`src/rtl/acog_hub_arb.sv`:
```
// Round-robin hub arbiter and 32-bit hub RAM port; issue in the cog's slot, ack one cycle later.
// No backpressure: cog requests are held levels until acked and the RAM accepts every access.
module acog_hub_arb #(
  parameter int NUM_COGS = 8,
  parameter int ADDR_W   = 15
) (
  input  logic                         clk_in,
  input  logic                         reset_in,
  input  logic [NUM_COGS-1:0]          cog_read_in,
  input  logic [NUM_COGS-1:0]          cog_write_in,
  input  logic [2*NUM_COGS-1:0]        cog_tfr_sz_in,
  input  logic [ADDR_W*NUM_COGS-1:0]   cog_addr_in,
  input  logic [32*NUM_COGS-1:0]       cog_wdata_in,
  output logic [NUM_COGS-1:0]          cog_ack_o,
  output logic [31:0]                  cog_rdata_o,
  output logic [ADDR_W-3:0]            ram_addr_o,
  output logic                         ram_we_o,
  output logic [3:0]                   ram_be_o,
  output logic [31:0]                  ram_wdata_o,
  input  logic [31:0]                  ram_rdata_in
);

  localparam logic [1:0] SZ_BYTE = 2'b00;
  localparam logic [1:0] SZ_WORD = 2'b01;
  localparam int         SLOT_W  = (NUM_COGS > 1) ? $clog2(NUM_COGS) : 1;

  // Access issued in the previous cycle, completed (acked) in the current one.
  typedef struct packed {
    logic              vld;
    logic              rd;
    logic [SLOT_W-1:0] cog;
    logic [1:0]        off;
    logic [1:0]        sz;
  } pend_t;

  logic [SLOT_W-1:0]   slot;
  logic [NUM_COGS-1:0] served;
  pend_t               pend;
  logic [31:0]         rdata_hold;

  logic [ADDR_W-1:0]   slot_addr;
  logic [1:0]          slot_sz;
  logic [31:0]         slot_wdata;
  logic                slot_rd;
  logic                slot_wr;
  logic                slot_served;
  logic                issue;
  logic [NUM_COGS-1:0] grant_mask;
  logic [31:0]         rd_sel;
  logic                rd_ack;

  // Select the request of the cog owning the current slot.
  always_comb begin
    slot_addr   = '0;
    slot_sz     = '0;
    slot_wdata  = '0;
    slot_rd     = 1'b0;
    slot_wr     = 1'b0;
    slot_served = 1'b0;
    for (int c = 0; c < NUM_COGS; c++) begin
      if (slot == SLOT_W'(c)) begin
        slot_addr   = cog_addr_in[c*ADDR_W +: ADDR_W];
        slot_sz     = cog_tfr_sz_in[2*c +: 2];
        slot_wdata  = cog_wdata_in[32*c +: 32];
        slot_rd     = cog_read_in[c];
        slot_wr     = cog_write_in[c];
        slot_served = served[c];
      end
    end
  end

  assign issue = ~reset_in & (slot_rd | slot_wr) & ~slot_served;

  always_comb begin
    grant_mask = '0;
    for (int c = 0; c < NUM_COGS; c++) begin
      grant_mask[c] = issue && (slot == SLOT_W'(c));
    end
  end

  // RAM port: write wins over read when a cog raises both.
  always_comb begin
    ram_we_o    = 1'b0;
    ram_be_o    = 4'b0000;
    ram_addr_o  = '0;
    ram_wdata_o = '0;
    if (issue) begin
      ram_addr_o = slot_addr[ADDR_W-1:2];
      if (slot_wr) begin
        ram_we_o = 1'b1;
        case (slot_sz)
          SZ_BYTE: begin
            ram_be_o    = 4'b0001 << slot_addr[1:0];
            ram_wdata_o = {4{slot_wdata[7:0]}};
          end
          SZ_WORD: begin
            ram_be_o    = slot_addr[1] ? 4'b1100 : 4'b0011;
            ram_wdata_o = {2{slot_wdata[15:0]}};
          end
          default: begin
            ram_be_o    = 4'b1111;
            ram_wdata_o = slot_wdata;
          end
        endcase
      end
    end
  end

  // Lane extraction of the RAM read data; size 2'b11 behaves as long.
  always_comb begin
    rd_sel = ram_rdata_in;
    case (pend.sz)
      SZ_BYTE: begin
        case (pend.off)
          2'd0:    rd_sel = {24'h0, ram_rdata_in[7:0]};
          2'd1:    rd_sel = {24'h0, ram_rdata_in[15:8]};
          2'd2:    rd_sel = {24'h0, ram_rdata_in[23:16]};
          default: rd_sel = {24'h0, ram_rdata_in[31:24]};
        endcase
      end
      SZ_WORD: rd_sel = pend.off[1] ? {16'h0, ram_rdata_in[31:16]}
                                    : {16'h0, ram_rdata_in[15:0]};
      default: rd_sel = ram_rdata_in;
    endcase
  end

  // Reset squashes an in-flight completion in the same cycle it is asserted.
  assign rd_ack = pend.vld & pend.rd & ~reset_in;

  always_comb begin
    cog_ack_o = '0;
    for (int c = 0; c < NUM_COGS; c++) begin
      cog_ack_o[c] = pend.vld && !reset_in && (pend.cog == SLOT_W'(c));
    end
  end

  assign cog_rdata_o = reset_in ? 32'h0 : (rd_ack ? rd_sel : rdata_hold);

  always_ff @(posedge clk_in) begin
    if (reset_in) begin
      slot       <= '0;
      served     <= '0;
      pend       <= '0;
      rdata_hold <= '0;
    end else begin
      slot     <= (slot == SLOT_W'(NUM_COGS-1)) ? '0 : slot + 1'b1;
      // served drops once the sequencer releases both request lines
      served   <= (served & (cog_read_in | cog_write_in)) | grant_mask;
      pend.vld <= issue;
      pend.rd  <= ~slot_wr;
      pend.cog <= slot;
      pend.off <= slot_addr[1:0];
      pend.sz  <= slot_sz;
      if (rd_ack) begin
        rdata_hold <= rd_sel;
      end
    end
  end

endmodule

```
`config.mk`:
```
export PLATFORM = sky130hd
export DESIGN_NAME = acog_hub_arb
export DESIGN_NICKNAME = d
export VERILOG_FILES = /design/src/rtl/acog_hub_arb.sv
export SDC_FILE = /design/constraint.sdc
export NUM_CORES = 1
export LEC_CHECK = 0
export CAP_MARGIN = 20
export CORE_AREA = 4 4 206 208
export DETAILED_ROUTE_END_ITERATION = 8
export DIE_AREA = 0 0 210 212
export SYNTH_ARGS = -nofsm -noshare
export SYNTH_HDL_FRONTEND = slang
export SYNTH_SLANG_ARGS = --single-unit
```
`constraint.sdc`:
```
create_clock -name clk_in -period 3.4 [get_ports clk_in]
set_input_delay 0.68 -clock clk_in [delete_from_list [all_inputs] [get_ports clk_in]]
set_output_delay 0.68 -clock clk_in [all_outputs]
set_load 0.01 [all_outputs]
```
==> out/qor.yml <==
run_status:
  status: "complete, but fails checks"
  violations: "negative setup slack"
worst_setup_path:
  required_ns: 2.72
  critPathTopFamily: "compound AO/OA/AOI/OAI gates"
  worst-path-stages: 13
  worstSetupPathType: "flop to primary output"
  reg2reg_to: "pend[2]"
  critPathBufInv: 6
  rr_startpoint: "slot[0]"
  crit_slowest_cell: "dfxtp_4"
  cp-start-kind: "flop"
  crit_path_cell_trace: "buf_6, ha_4, buf_12, nand3b_1, a211oi_2, a2111oi_2, a211oi_2, o21ai_4, buf_12, buf_6, buf_6, a211oi_2, buf_2"
  cp_slowest_stage_delay_ns: 0.37
  startpoint: "slot[0]"
  critPathMaxFanout: 7
  crit_path_end: "ram_wdata_o[22]"
  critPathArrivalTime_ns: 2.88
  r2r_setup_slack_ns: 0.92
  r2r_cells: 11
  cp-end-kind: "primary output"
sta:
  tns_ns: -1.75
  rsz0062_at_grt: "yes"
  slew_headroom_pct: 60.1
  finalHoldViolations: 0
  fmax_mhz: 281
  worst_slack_ns: -0.156
  final-setup-viol-count: 30
  finalHoldWorstSlack_ns: 0.467
  tightest_slew_ns: 0.598
  slew_violations: 0
  finalCriticalPeriod_ns: 3.56
  post-route-period-util_pct: 105
  clock_skew_ns: 0.00398
route:
  num_vias: 11392
  first_pass_iters: 7
  wl_um: 54200
  wl_per_cell_um: 23.9
  first_iter_violations: 922
  drtAntennaViolNets: 0
  drc: 0
  via_per_inst: 5.03
run:
  maxCapViolCount: 0
placed_design:
  io_buffers: 531
  place_worst_setup_slack_ns: -0.563
  placed_area_mm2: 0.0138
  gp_congestion: 0.980
  hpwlAfterDp_um: 43500
yosys:
  synthTopCellsByCount: "a21oi_1 (143), nand2_1 (142), o21ai_0 (122), nor2_1 (100), clkbuf_1 (67)"
  synth_top_area_cell: "dfxtp_1"
  yosysWarnings: 0
  synthDominantCellAreaShare_pct: 15.1
  async_reset_ff_share_pct: 0
  synth_most_common_cell: "a21oi_1"
  ys.flop_type: "dfxtp_1"
  synth_seq_cells: 52
  syn_area_per_cell_um2: 6.31
  synthesis.area_mm2: 0.00688
  postSynthCellCount: 1090
  synth_cell_type_count: 62
  synthTopCellsByArea: "dfxtp_1 (15%), a21oi_1 (10%), o21ai_0 (8.9%)"
  synthesis.nets: 1538
  ys_seq_area_share_pct: 15.1
  synth_edf_count: 0
power:
  vdd_drop_max_uv: 190
  p_leak_uw: 0.00592
  powerDensity_mw_per_mm2: 290
finish:
  finish.utilization_pct: 38.7
  layout-drive-gt1-share_pct: 27.9
  finalNetCount: 2172
  final_cell_area_mm2: 0.0157
  syn2layout_area_growth_pct: 128
floorplan:
  core_area_mm2: 0.0406
  initial_utilization_pct: 17.0
  die-area_mm2: 0.0445
  row_count: 74
  ioPinCount: 532
  fp.dieW_um: 210
  die_h_um: 212
clock_network:
  cts.sinks: 52
  htree_levels: 2
  ctsHoldBuffers: 0
  clockBufferDepth: 2
  cts_tree: "done"
  cts_buffers: 5
  clkTransAtPathRegs_ns: 0.07
  clock_latency_ns: 0.29
  cts_root_buffer: "clkbuf_16"
global_route:
  grt_pass1_wl_um: 74300
  grt_overflow_total: 0
  grt.total_usage_pct: 22.1
  first_global_vias: 11473
  grt_max_degree: 49
  antenna_found_initial: 11
worst_hold_path:
  hp-class: "flop to flop"
-- stage by stage --
stage               total power, uW  instances
floorplan                      1760       1090
global placement               3330       2196
detailed placement             3330       2196
CTS                            4170       2231
global route                   4770       2263
finish                         4550       2264
-- worst reg2reg max path: stages, from the launching register on --
cell	delay, ns
dfxtp_4	0.37
inv_2	0.11
ha_4	0.23
buf_12	0.16
or3b_2	0.47
or2_2	0.30
o2111ai_2	0.09
a2bb2oi_4	0.12
buf_4	0.15
buf_4	0.13
buf_4	0.12
nor2b_1	0.12
-- how the worst min path moves through the flow --
stage,from,end,slack (ns),depth (start not counted)
floorplan,served[7],served[7],0.44,2
global placement,rdata_hold[26],rdata_hold[26],0.44,2
detailed placement,rdata_hold[24],rdata_hold[24],0.45,2
CTS,rdata_hold[22],rdata_hold[22],0.47,2
global route,rdata_hold[24],rdata_hold[24],0.47,2
finish,rdata_hold[21],rdata_hold[21],0.47,2
-- placed cells by master (no fill, tap or decap), types with 20 or more instances in the layout --
cell type / count
a211oi_2: 20
a21oi_1: 106
a21oi_2: 33
a221oi_2: 22
buf_12: 25
buf_2: 40
buf_4: 147
buf_6: 42
clkdlybuf4s50_1: 479
dfxtp_1: 49
inv_1: 31
nand2_1: 138
nand3_1: 20
nand3b_1: 37
nor2_1: 80
nor2b_1: 23
o21ai_0: 93
o21ai_1: 20
-- per-layer routing --
metal | global-route usage [%] | share of wire (%) | vias up
li1 | - | - | 5263
met4 | 6.53 | 2.9 | 8
met3 | 6.61 | 8.5 | 94
met5 | 0 | 0.089 | -
met2 | 38.5 | 49 | 610
met1 | 26.5 | 40 | 5417
-- kinds of logic after synthesis --
logic type	count (synthesis)	synth area share (%)
muxes	7	1.02
AOI/OAI and AO/OA	459	42.6
buffers and inverters	155	10.7
DFF	52	15.1
adders and majority gates	6	1.09
and+or+nand+nor	411	29.5
-- flip-flops by register name, summed over array words and instances (netlist names) --
register,cells
rdata_hold,32
served,8
pend,9
slot,3
-- repair_timing --
item | 4_1_cts | 5_1_grt
cloned | 3 | 3
gates resized for setup | 336 | 195
pin swaps | 46 | 82
endpoints found under the setup margin | 50 | 52
setup buffers | 25 | 24
-- power by group --
group          switching [uW]  internal [uW]
clock                     244            295
combinational            1630           1730
sequential               17.6            642
total                    1890           2660
-- cell type report --
class | count | area [um^2]
fillers | 4118 | 24900
flip-flops and latches | 52 | 1050
clock buffers | 7 | 143
well taps | 532 | 666
multi-input cells | 883 | 6340
repair buffers | 747 | 7340
diodes | 7 | 17.5
clock inverters | 1 | 7.51
inverters | 35 | 136
(Power assumes the default switching activity.)
